[config.mk]
export PLATFORM = sky130hd
export DESIGN_NAME = spi_tx_queue
export DESIGN_NICKNAME = d
export VERILOG_FILES = /design/src/rtl/spi_pkg.sv /design/src/rtl/spi_byte_fifo.sv /design/src/rtl/spi_tx_queue.sv
export SDC_FILE = /design/constraint.sdc
export NUM_CORES = 1
export LEC_CHECK = 0
export BUFFER_PORTS_ARGS = -buffer_cell sky130_fd_sc_hd__clkbuf_2
export CAP_MARGIN = 20
export CORE_MARGIN = 2
export CORE_UTILIZATION = 60
export DETAILED_ROUTE_END_ITERATION = 7
export PLACE_DENSITY = 0.82
export SLEW_MARGIN = 5
export SYNTH_ARGS = -nofsm -noshare
export SYNTH_HDL_FRONTEND = slang
export SYNTH_SLANG_ARGS = --single-unit
[constraint.sdc]
create_clock -name i_Clk -period 2.9 [get_ports i_Clk]
set_clock_uncertainty 0.15 [all_clocks]
set_input_delay 0.145 -clock i_Clk [delete_from_list [all_inputs] [get_ports i_Clk]]
set_output_delay 0.145 -clock i_Clk [all_outputs]
set_load 0.005 [all_outputs]
[src/rtl/spi_pkg.sv]
// Shared types and helpers for the SPI transmit queue and its byte FIFO.
package spi_pkg;

  typedef enum logic [1:0] {StIdle, StIssue, StGap, StWaitRdy} txq_state_e;

  typedef logic [7:0] spi_byte_t;

  function automatic int unsigned min_cnt(input int unsigned a, input int unsigned b);
    return (a < b) ? a : b;
  endfunction

endpackage

[src/rtl/spi_byte_fifo.sv]
// Synchronous byte FIFO: power-of-two depth, wrapping pointers, registered level/full/empty.
module spi_byte_fifo
  import spi_pkg::*;
#(
  parameter int unsigned DEPTH = 16,
  localparam int unsigned PtrW = $clog2(DEPTH),
  localparam int unsigned LvlW = $clog2(DEPTH + 1)
) (
  input  logic            clk_i,
  input  logic            rst_i,
  input  logic            push_i,
  input  spi_byte_t       data_i,
  input  logic            pop_i,
  output spi_byte_t       head_o,
  output logic [LvlW-1:0] level_o,
  output logic            full_o,
  output logic            empty_o
);

  spi_byte_t       mem_q [DEPTH];
  logic [PtrW-1:0] wr_ptr_q, wr_ptr_d;
  logic [PtrW-1:0] rd_ptr_q, rd_ptr_d;
  logic [LvlW-1:0] level_q, level_d;

  always_comb begin
    wr_ptr_d = push_i ? wr_ptr_q + PtrW'(1) : wr_ptr_q;
    rd_ptr_d = pop_i  ? rd_ptr_q + PtrW'(1) : rd_ptr_q;
    level_d  = level_q;
    unique case ({push_i, pop_i})
      2'b10:   level_d = level_q + LvlW'(1);
      2'b01:   level_d = level_q - LvlW'(1);
      default: level_d = level_q;
    endcase
  end

  always_ff @(posedge clk_i or posedge rst_i) begin
    if (rst_i) begin
      wr_ptr_q <= '0;
      rd_ptr_q <= '0;
      level_q  <= '0;
    end else begin
      wr_ptr_q <= wr_ptr_d;
      rd_ptr_q <= rd_ptr_d;
      level_q  <= level_d;
    end
  end

  // Storage needs no reset: the level gates every read.
  always_ff @(posedge clk_i) begin
    if (push_i) mem_q[wr_ptr_q] <= data_i;
  end

  assign head_o  = mem_q[rd_ptr_q];
  assign level_o = level_q;
  assign full_o  = (level_q == LvlW'(DEPTH));
  assign empty_o = (level_q == '0);

endmodule

[src/rtl/spi_tx_queue.sv]
// Byte queue and chip-select burst sequencer feeding a single-CS SPI controller.
// Optional sticky overflow flag enabled by defining SPI_TXQ_OVF_EN.
module spi_tx_queue
  import spi_pkg::*;
#(
  parameter int unsigned DEPTH            = 16,
  parameter int unsigned MAX_BYTES_PER_CS = 1,
  parameter int unsigned CNT_W            = $clog2(MAX_BYTES_PER_CS + 1),
  localparam int unsigned LvlW            = $clog2(DEPTH + 1)
) (
  input  logic             i_Clk,
  input  logic             i_Rst,
  input  logic             i_Wr_DV,
  input  logic [7:0]       i_Wr_Byte,
  output logic             o_Full,
  output logic             o_Empty,
  output logic [LvlW-1:0]  o_Level,
  output logic             o_Busy,
  output logic [CNT_W-1:0] o_TX_Count,
  output logic [7:0]       o_TX_Byte,
  output logic             o_TX_DV,
`ifdef SPI_TXQ_OVF_EN
  output logic             o_Overflow,
  input  logic             i_Ovf_Clr,
`endif
  input  logic             i_TX_Ready
);

  txq_state_e       state_q, state_d;
  logic [CNT_W-1:0] burst_rem_q, burst_rem_d;
  logic [CNT_W-1:0] count_q, count_d;
  spi_byte_t        byte_q, byte_d;
  spi_byte_t        head;
  logic             push, pop;

  assign push = i_Wr_DV && !o_Full;

  spi_byte_fifo #(
    .DEPTH (DEPTH)
  ) u_fifo (
    .clk_i   (i_Clk),
    .rst_i   (i_Rst),
    .push_i  (push),
    .data_i  (i_Wr_Byte),
    .pop_i   (pop),
    .head_o  (head),
    .level_o (o_Level),
    .full_o  (o_Full),
    .empty_o (o_Empty)
  );

  always_ff @(posedge i_Clk or posedge i_Rst) begin
    if (i_Rst) begin
      state_q     <= StIdle;
      burst_rem_q <= '0;
      count_q     <= '0;
      byte_q      <= '0;
    end else begin
      state_q     <= state_d;
      burst_rem_q <= burst_rem_d;
      count_q     <= count_d;
      byte_q      <= byte_d;
    end
  end

  // The byte is latched on entry to ISSUE so it is valid alongside the DV pulse.
  always_comb begin
    state_d     = state_q;
    burst_rem_d = burst_rem_q;
    count_d     = count_q;
    byte_d      = byte_q;
    unique case (state_q)
      StIdle: begin
        if (!o_Empty && i_TX_Ready) begin
          burst_rem_d = CNT_W'(min_cnt(32'(o_Level), MAX_BYTES_PER_CS));
          count_d     = CNT_W'(min_cnt(32'(o_Level), MAX_BYTES_PER_CS));
          byte_d      = head;
          state_d     = StIssue;
        end
      end
      StIssue: begin
        burst_rem_d = burst_rem_q - CNT_W'(1);
        state_d     = StGap;
      end
      StGap: state_d = StWaitRdy;
      StWaitRdy: begin
        if (i_TX_Ready) begin
          if (burst_rem_q != '0) begin
            byte_d  = head;
            state_d = StIssue;
          end else begin
            count_d = '0;
            state_d = StIdle;
          end
        end
      end
      default: state_d = StIdle;
    endcase
  end

  always_comb begin
    o_TX_DV    = (state_q == StIssue);
    pop        = (state_q == StIssue);
    o_Busy     = (state_q != StIdle);
    o_TX_Count = count_q;
    o_TX_Byte  = byte_q;
  end

`ifdef SPI_TXQ_OVF_EN
  logic ovf_q;

  always_ff @(posedge i_Clk or posedge i_Rst) begin
    if (i_Rst) begin
      ovf_q <= 1'b0;
    end else if (i_Wr_DV && o_Full) begin
      ovf_q <= 1'b1;
    end else if (i_Ovf_Clr) begin
      ovf_q <= 1'b0;
    end
  end

  assign o_Overflow = ovf_q;
`endif

endmodule

---- Word-level counts from Yosys, hierarchy flattened ----
Memories as Yosys holds them, arrays and structs flattened.
Cells that the tools add are included.
storage, ports and cells
  memories kept ........................... 1
  bits in writable memories ............... 128
  register bits after elaboration ......... 25
  logic and storage cells ................. 55
cells by class
  $add $sub $neg .......................... 5
  equal/unequal tests ..................... 10
  muxes and demuxes ....................... 17
  order comparisons ....................... 1
  reductions and logical operators ........ 14
memory list
  name          depth  width  rd ports  clocked after memory_dff  write ports  line                 text
  u_fifo.mem_q  16     8      1         0                         1            spi_byte_fifo.sv:20  spi_byte_t mem_q [DEPTH];
operator list
  kind                                                         count
  2-to-1 mux 8 bit                                             3
  case mux 8 bit (2 select lines)                              1
  case mux 5 bit (2 select lines)                              1
  adder 4 x 1 -> 4 bit (second input constant)                 2
  inequality test 2 bit (second input constant)                4
  case mux 2 bit (4 select lines)                              1
  AND reduction 4 bit                                          2
  nonzero test 2 bit                                           4
  2-to-1 mux 1 bit                                             7
  equality test 2 bit (second input constant)                  3
  adder 5 x 1 -> 5 bit (second input constant)                 1
  equality test 5 bit (second input constant)                  1
  logical NOT 5 bit                                            1
  less-than comparator 5 x 1 -> 1 bit (second input constant)  1
  subtractor 5 x 1 -> 5 bit (second input constant)            1
  equality test 2 x 1 -> 1 bit (second input constant)         2
  2-to-1 mux 2 bit                                             2
  case mux 1 bit (2 select lines)                              2
  AND reduction 2 bit                                          2
  logical AND 1 bit                                            2
  logical NOT 1 bit                                            2
  logical NOT 2 bit                                            1
  subtractor 1 bit (second input constant)                     1

---- Depth between registers and ports, before layout ----
  depth after elaboration ................. 5
  gate-level depth with buffers ........... 8
  mapped depth without buffers ............ 8

---- Cells and area by module ----
A second synthesis with hierarchy kept.
unflattened totals
  cell total of the unflattened synthesis .. 350
  area, all modules ....................... 6419.9 µm²
by module, submodules not included
  module         cells each  instances  area an instance (µm²)
  spi_byte_fifo  294         1          5780.5
  spi_tx_queue   56          1          639.4

---- Least setup slack after synthesis ----
Ideal clock, no wire load.
  path type ............................... reg-to-reg
  start point ............................. register u_fifo.level_q[0] (netlist: u_fifo.level_o[0])
  end point ............................... memory u_fifo.mem_q[0][0] (netlist bit), enable pin
  clock period less this slack ............ 2451 ps
  setup time .............................. 395 ps
  cell stages (with the launch flop) ...... 6
  required time ........................... 2355 ps
  data arrival time ....................... 1906 ps
  path buffers ............................ 0
  path slack .............................. 449 ps
  cell sequence ........................... dfrtp_1 inv_1 ha_1 a31oi_4 inv_2 nor4_1
on the way
  longest elaborated chain between the ends .. 5
RTL lines
  what                                    line                 text
  from (decl)                             spi_byte_fifo.sv:23  logic [LvlW-1:0] level_q, level_d;
  from (signal assigned)                  spi_byte_fifo.sv:44  level_q <= level_d;
  equality test 5 bit                     spi_byte_fifo.sv:55  assign full_o = (level_q == LvlW'(DEPTH));
  logical NOT 1 bit                       spi_tx_queue.sv:36   assign push = i_Wr_DV && !o_Full;
  logical AND 1 bit                       spi_tx_queue.sv:36
  2-to-1 mux 1 bit                        spi_byte_fifo.sv:50  if (push_i) mem_q[wr_ptr_q] <= data_i;
  2-to-1 mux 1 bit (not written as such)  spi_byte_fifo.sv:50
  to (decl)                               spi_byte_fifo.sv:20
Every way passes these cells.

---- Final worst setup path ----
  start point ............................. register u_fifo.level_q[0] (netlist: u_fifo.level_o[0])
  end point ............................... memory u_fifo.mem_q[6][1] (netlist bit), enable pin
The elaborated chain is that of the path after synthesis.

==> flow_summary_export.csv <==
group,metric,value,unit
logic_synthesis,synth_fp_nets,359,
layout,final_util,70.9,%
logic_synthesis,synth_cells,335,
global_route,grt_max_degree,35,
logic_synthesis,yosys.area.top_type,"edfxtp_1",
floorplan,die-area,11300,sq um
floorplan,die_y,106,microns
critical_path,path_class,"flop to flop",
timing,setup_slack,0.276,ns
placed_design,hpwl,8000,microns
status,status,"completed",
detailed_routing,routed_via_density,6.21,
detailed_routing,post_drt_wl_per_cell,24.1,microns
critical_path,arrival,2.65,ns
logic_synthesis,synth-simple-area-share,4.73,%
clock_network,post-cts-setup-buffer-count,0,
timing,drv_slew,0,
detailed_routing,num_vias,3341,
timing,tightest_slew,0.937,ns
power_and_ir_drop,seqPwrFrac,41.4,%
detailed_routing,totalWireLength,13000,microns
timing,grt_setup_unrepaired,"false",
power_and_ir_drop,p_total,0.00739,W
floorplan,rows,37,
power_and_ir_drop,clkPwrFrac,27.4,%
placed_design,gp_congestion,0.800,
run,max-cap-violations,0,
clock_network,clk_pin_slew,0.06,ns
critical_path,crit_path_max_incr_delay,0.48,ns
logic_synthesis,synth-compound-area-share,4.84,%
clock_network,clk_latency,0.52,ns
layout,final_layout_size_suffix_gt1_share,29.4,%
power_and_ir_drop,p_comb_share,31.2,%
timing,setup_tns,0,ns
critical_path,cp_max_fo,8,
logic_synthesis,ys_ff_latch,153,
detailed_routing,antenna_left,0,
clock_network,cts_resized,0,
power_and_ir_drop,power.switching,0.00237,W
critical_path,slowest_stage,"dfrtp_1",
global_route,antenna_found_initial,0,
min_path,min_path_type,"input pin to async pin",
power_and_ir_drop,power.leakage,2.59,nW
logic_synthesis,synthesis.area,6300,sq um
global_route,grt_pass1_wl,20100,microns
logic_synthesis,synth_warnings,0,
power_and_ir_drop,cellPowerDensity,1010,nW/um^2
timing,finalSetupViolations,0,
floorplan,core,10300,sq um
floorplan,ios,30,
detailed_routing,post-route-drc-count,0,
clock_network,cts_tree,"built",
logic_synthesis,synth_edf_count,128,
layout,area_growth,15.6,%
timing,slew_headroom,37.5,%
logic_synthesis,yosysSeqAreaShare,70.9,%
global_route,groute.usage.overall,25.3,%
floorplan,start_util,61.3,%
clock_network,htreeDepth,4,
logic_synthesis,netlist.area_leader.share,61.0,%
floorplan,chipWidth,106,microns
timing,max_freq,381,MHz
layout,mostFrequentLayoutCell,"edfxtp_1",
logic_synthesis,avgSynthCellArea,18.8,sq um
clock_network,clockBufferDepth,2,
logic_synthesis,yosys.area_share.adder,2.38,%
timing,finalHoldViolations,0,
critical_path,crit_path_start_kind,"flop",
clock_network,cts-root-buf,"clkbuf_8",
power_and_ir_drop,swShare,32.0,%
layout,diodes,0,
logic_synthesis,muxShareOfSynthArea,13.2,%
layout,fill_cells,630,
logic_synthesis,yosysUniqueCellTypes,42,
detailed_routing,drtIter0Drc,327,
clock_network,cts_num_sinks,153,
logic_synthesis,ys.flop_type,"edfxtp_1",
logic_synthesis,synthArstFlopShare,16.3,%
critical_path,worstPathRequired,2.93,ns
clock_network,postCtsHoldBufs,11,
logic_synthesis,synth_top_family_by_area,"multiplexers",
logic_synthesis,synth_xor_area_share,1.53,%
placed_design,place_ws,0.324,ns
global_route,grt_pass1_vias,3363,
global_route,grt_overflow,0,
layout,nets,415,
critical_path,worstSetupEndpointType,"flop",
detailed_routing,dr.pass1.iters,5,
critical_path,path_cells,"inv_1 -> ha_1 -> a31oi_4 -> inv_2 -> nor3b_1 -> buf_4 -> and2_1",
layout,most-common-layout-cells,"edfxtp_1 (128), mux4_2 (32), clkbuf_2 (29)",
power_and_ir_drop,intPower,0.00503,W
logic_synthesis,ys_top_cells_by_area,"edfxtp_1 (61%), mux4_2 (11%), dfrtp_1 (9.9%), ha_1 (2.4%), a221oi_2 (1.9%)",
power_and_ir_drop,vdd_drop_max,0.555,mV
clock_network,cts-buffers-inserted,17,
timing,post-route-period-util,90.5,%
timing,finalCriticalPeriod,2.62,ns
placed_design,portBuffers,29,
==> metal layers <==
layer	share of wire, %	global-route usage (%)
met3	5.9	6.44
met4	1.3	6.77
met1	42	35.0
met2	51	40.8
met5	0	0
==> critical path: cells and delay by family, from the launching register on <==
| kind | cells | cell delay (ns) |
|---|---|---|
| and+or+nand+nor | 2 | 0.70 |
| buffers and inverters | 3 | 0.39 |
| adders and majority gates | 1 | 0.28 |
| DFF | 1 | 0.48 |
| AOI/OAI and AO/OA | 1 | 0.28 |
==> worst paths after layout <==
check                                   from            endpoint  slack (ns)  depth (start not counted)
max in group asynchronous              i_Rst  u_fifo.rd_ptr_q[2]        1.75                          3
min                                    i_Rst        o_TX_Byte[5]        0.21                          3
max reg2reg                u_fifo.level_o[0]  u_fifo.mem_q[6][1]        0.28                          7
min in group i_Clk                o_TX_Count          o_TX_Count        0.36                          1
min reg2reg                       o_TX_Count          o_TX_Count        0.36                          1
max                        u_fifo.level_o[0]  u_fifo.mem_q[6][1]        0.28                          7
==> registers in the layout (all words and copies together), names as in the netlist <==
signal / flops
u_fifo.wr_ptr_q: 4
u_fifo.mem_q: 128
burst_rem_q: 1
o_TX_Count: 1
u_fifo.rd_ptr_q: 4
o_TX_Byte: 8
u_fifo.level_o: 5
state_q: 2
==> Yosys cell counts, drive strengths merged, types with 2 or more instances <==
library cell    n
nand4b          2
ha             12
nand2b          2
mux2i          10
nor4            4
edfxtp        128
nor3b           2
xnor2           7
mux4           32
a21oi           3
a21o            2
nand2           8
clkbuf          5
nand4           2
inv            16
o21ai           6
nand3           3
xor2            4
nor2           14
a221oi          8
and2            9
o22ai           9
buf            10
dfrtp          25
==> cells by family after synthesis <==
logic type	count (synthesis)
flip-flops	153
buffers and inverters	31
adder cells (fa/ha/maj)	12
XOR/XNOR	11
multiplexers	43
AO/OA/AOI/OAI	33
AND/OR/NAND/NOR	52
==> power groups by stage <==
stage	combinational, W	clock (W)	sequential (W)
2_1_floorplan	0.00172	0	0.00296
3_3_place_gp	0.00221	0	0.00305
3_5_place_dp	0.00227	0	0.00308
4_1_cts	0.00233	0.00205	0.00305
5_1_grt	0.00250	0.00215	0.00310
6_report	0.00231	0.00202	0.00306
==> stage by stage <==
stage / area [sq um] / cells / hold WS [ns]
2_1_floorplan: 6300 / 335 / 0.0223
3_3_place_gp: 6630 / 497 / 0.225
3_5_place_dp: 6630 / 497 / 0.233
4_1_cts: 7290 / 538 / 0.232
5_1_grt: 7290 / 538 / 0.292
6_report: 7290 / 538 / 0.212
==> area by class of cell <==
class,count,area [sq um],area share [%]
Multi-Input combinational cell,151,1680,23.1
Sequential cell,153,4470,61.3
Clock buffer,18,418,5.73
Tap cell,136,170,2.34
Clock inverter,12,129,1.77
Inverter,16,60.1,0.824
Timing Repair Buffer,52,358,4.91
No activity file was read; power rests on OpenSTA's default activity.
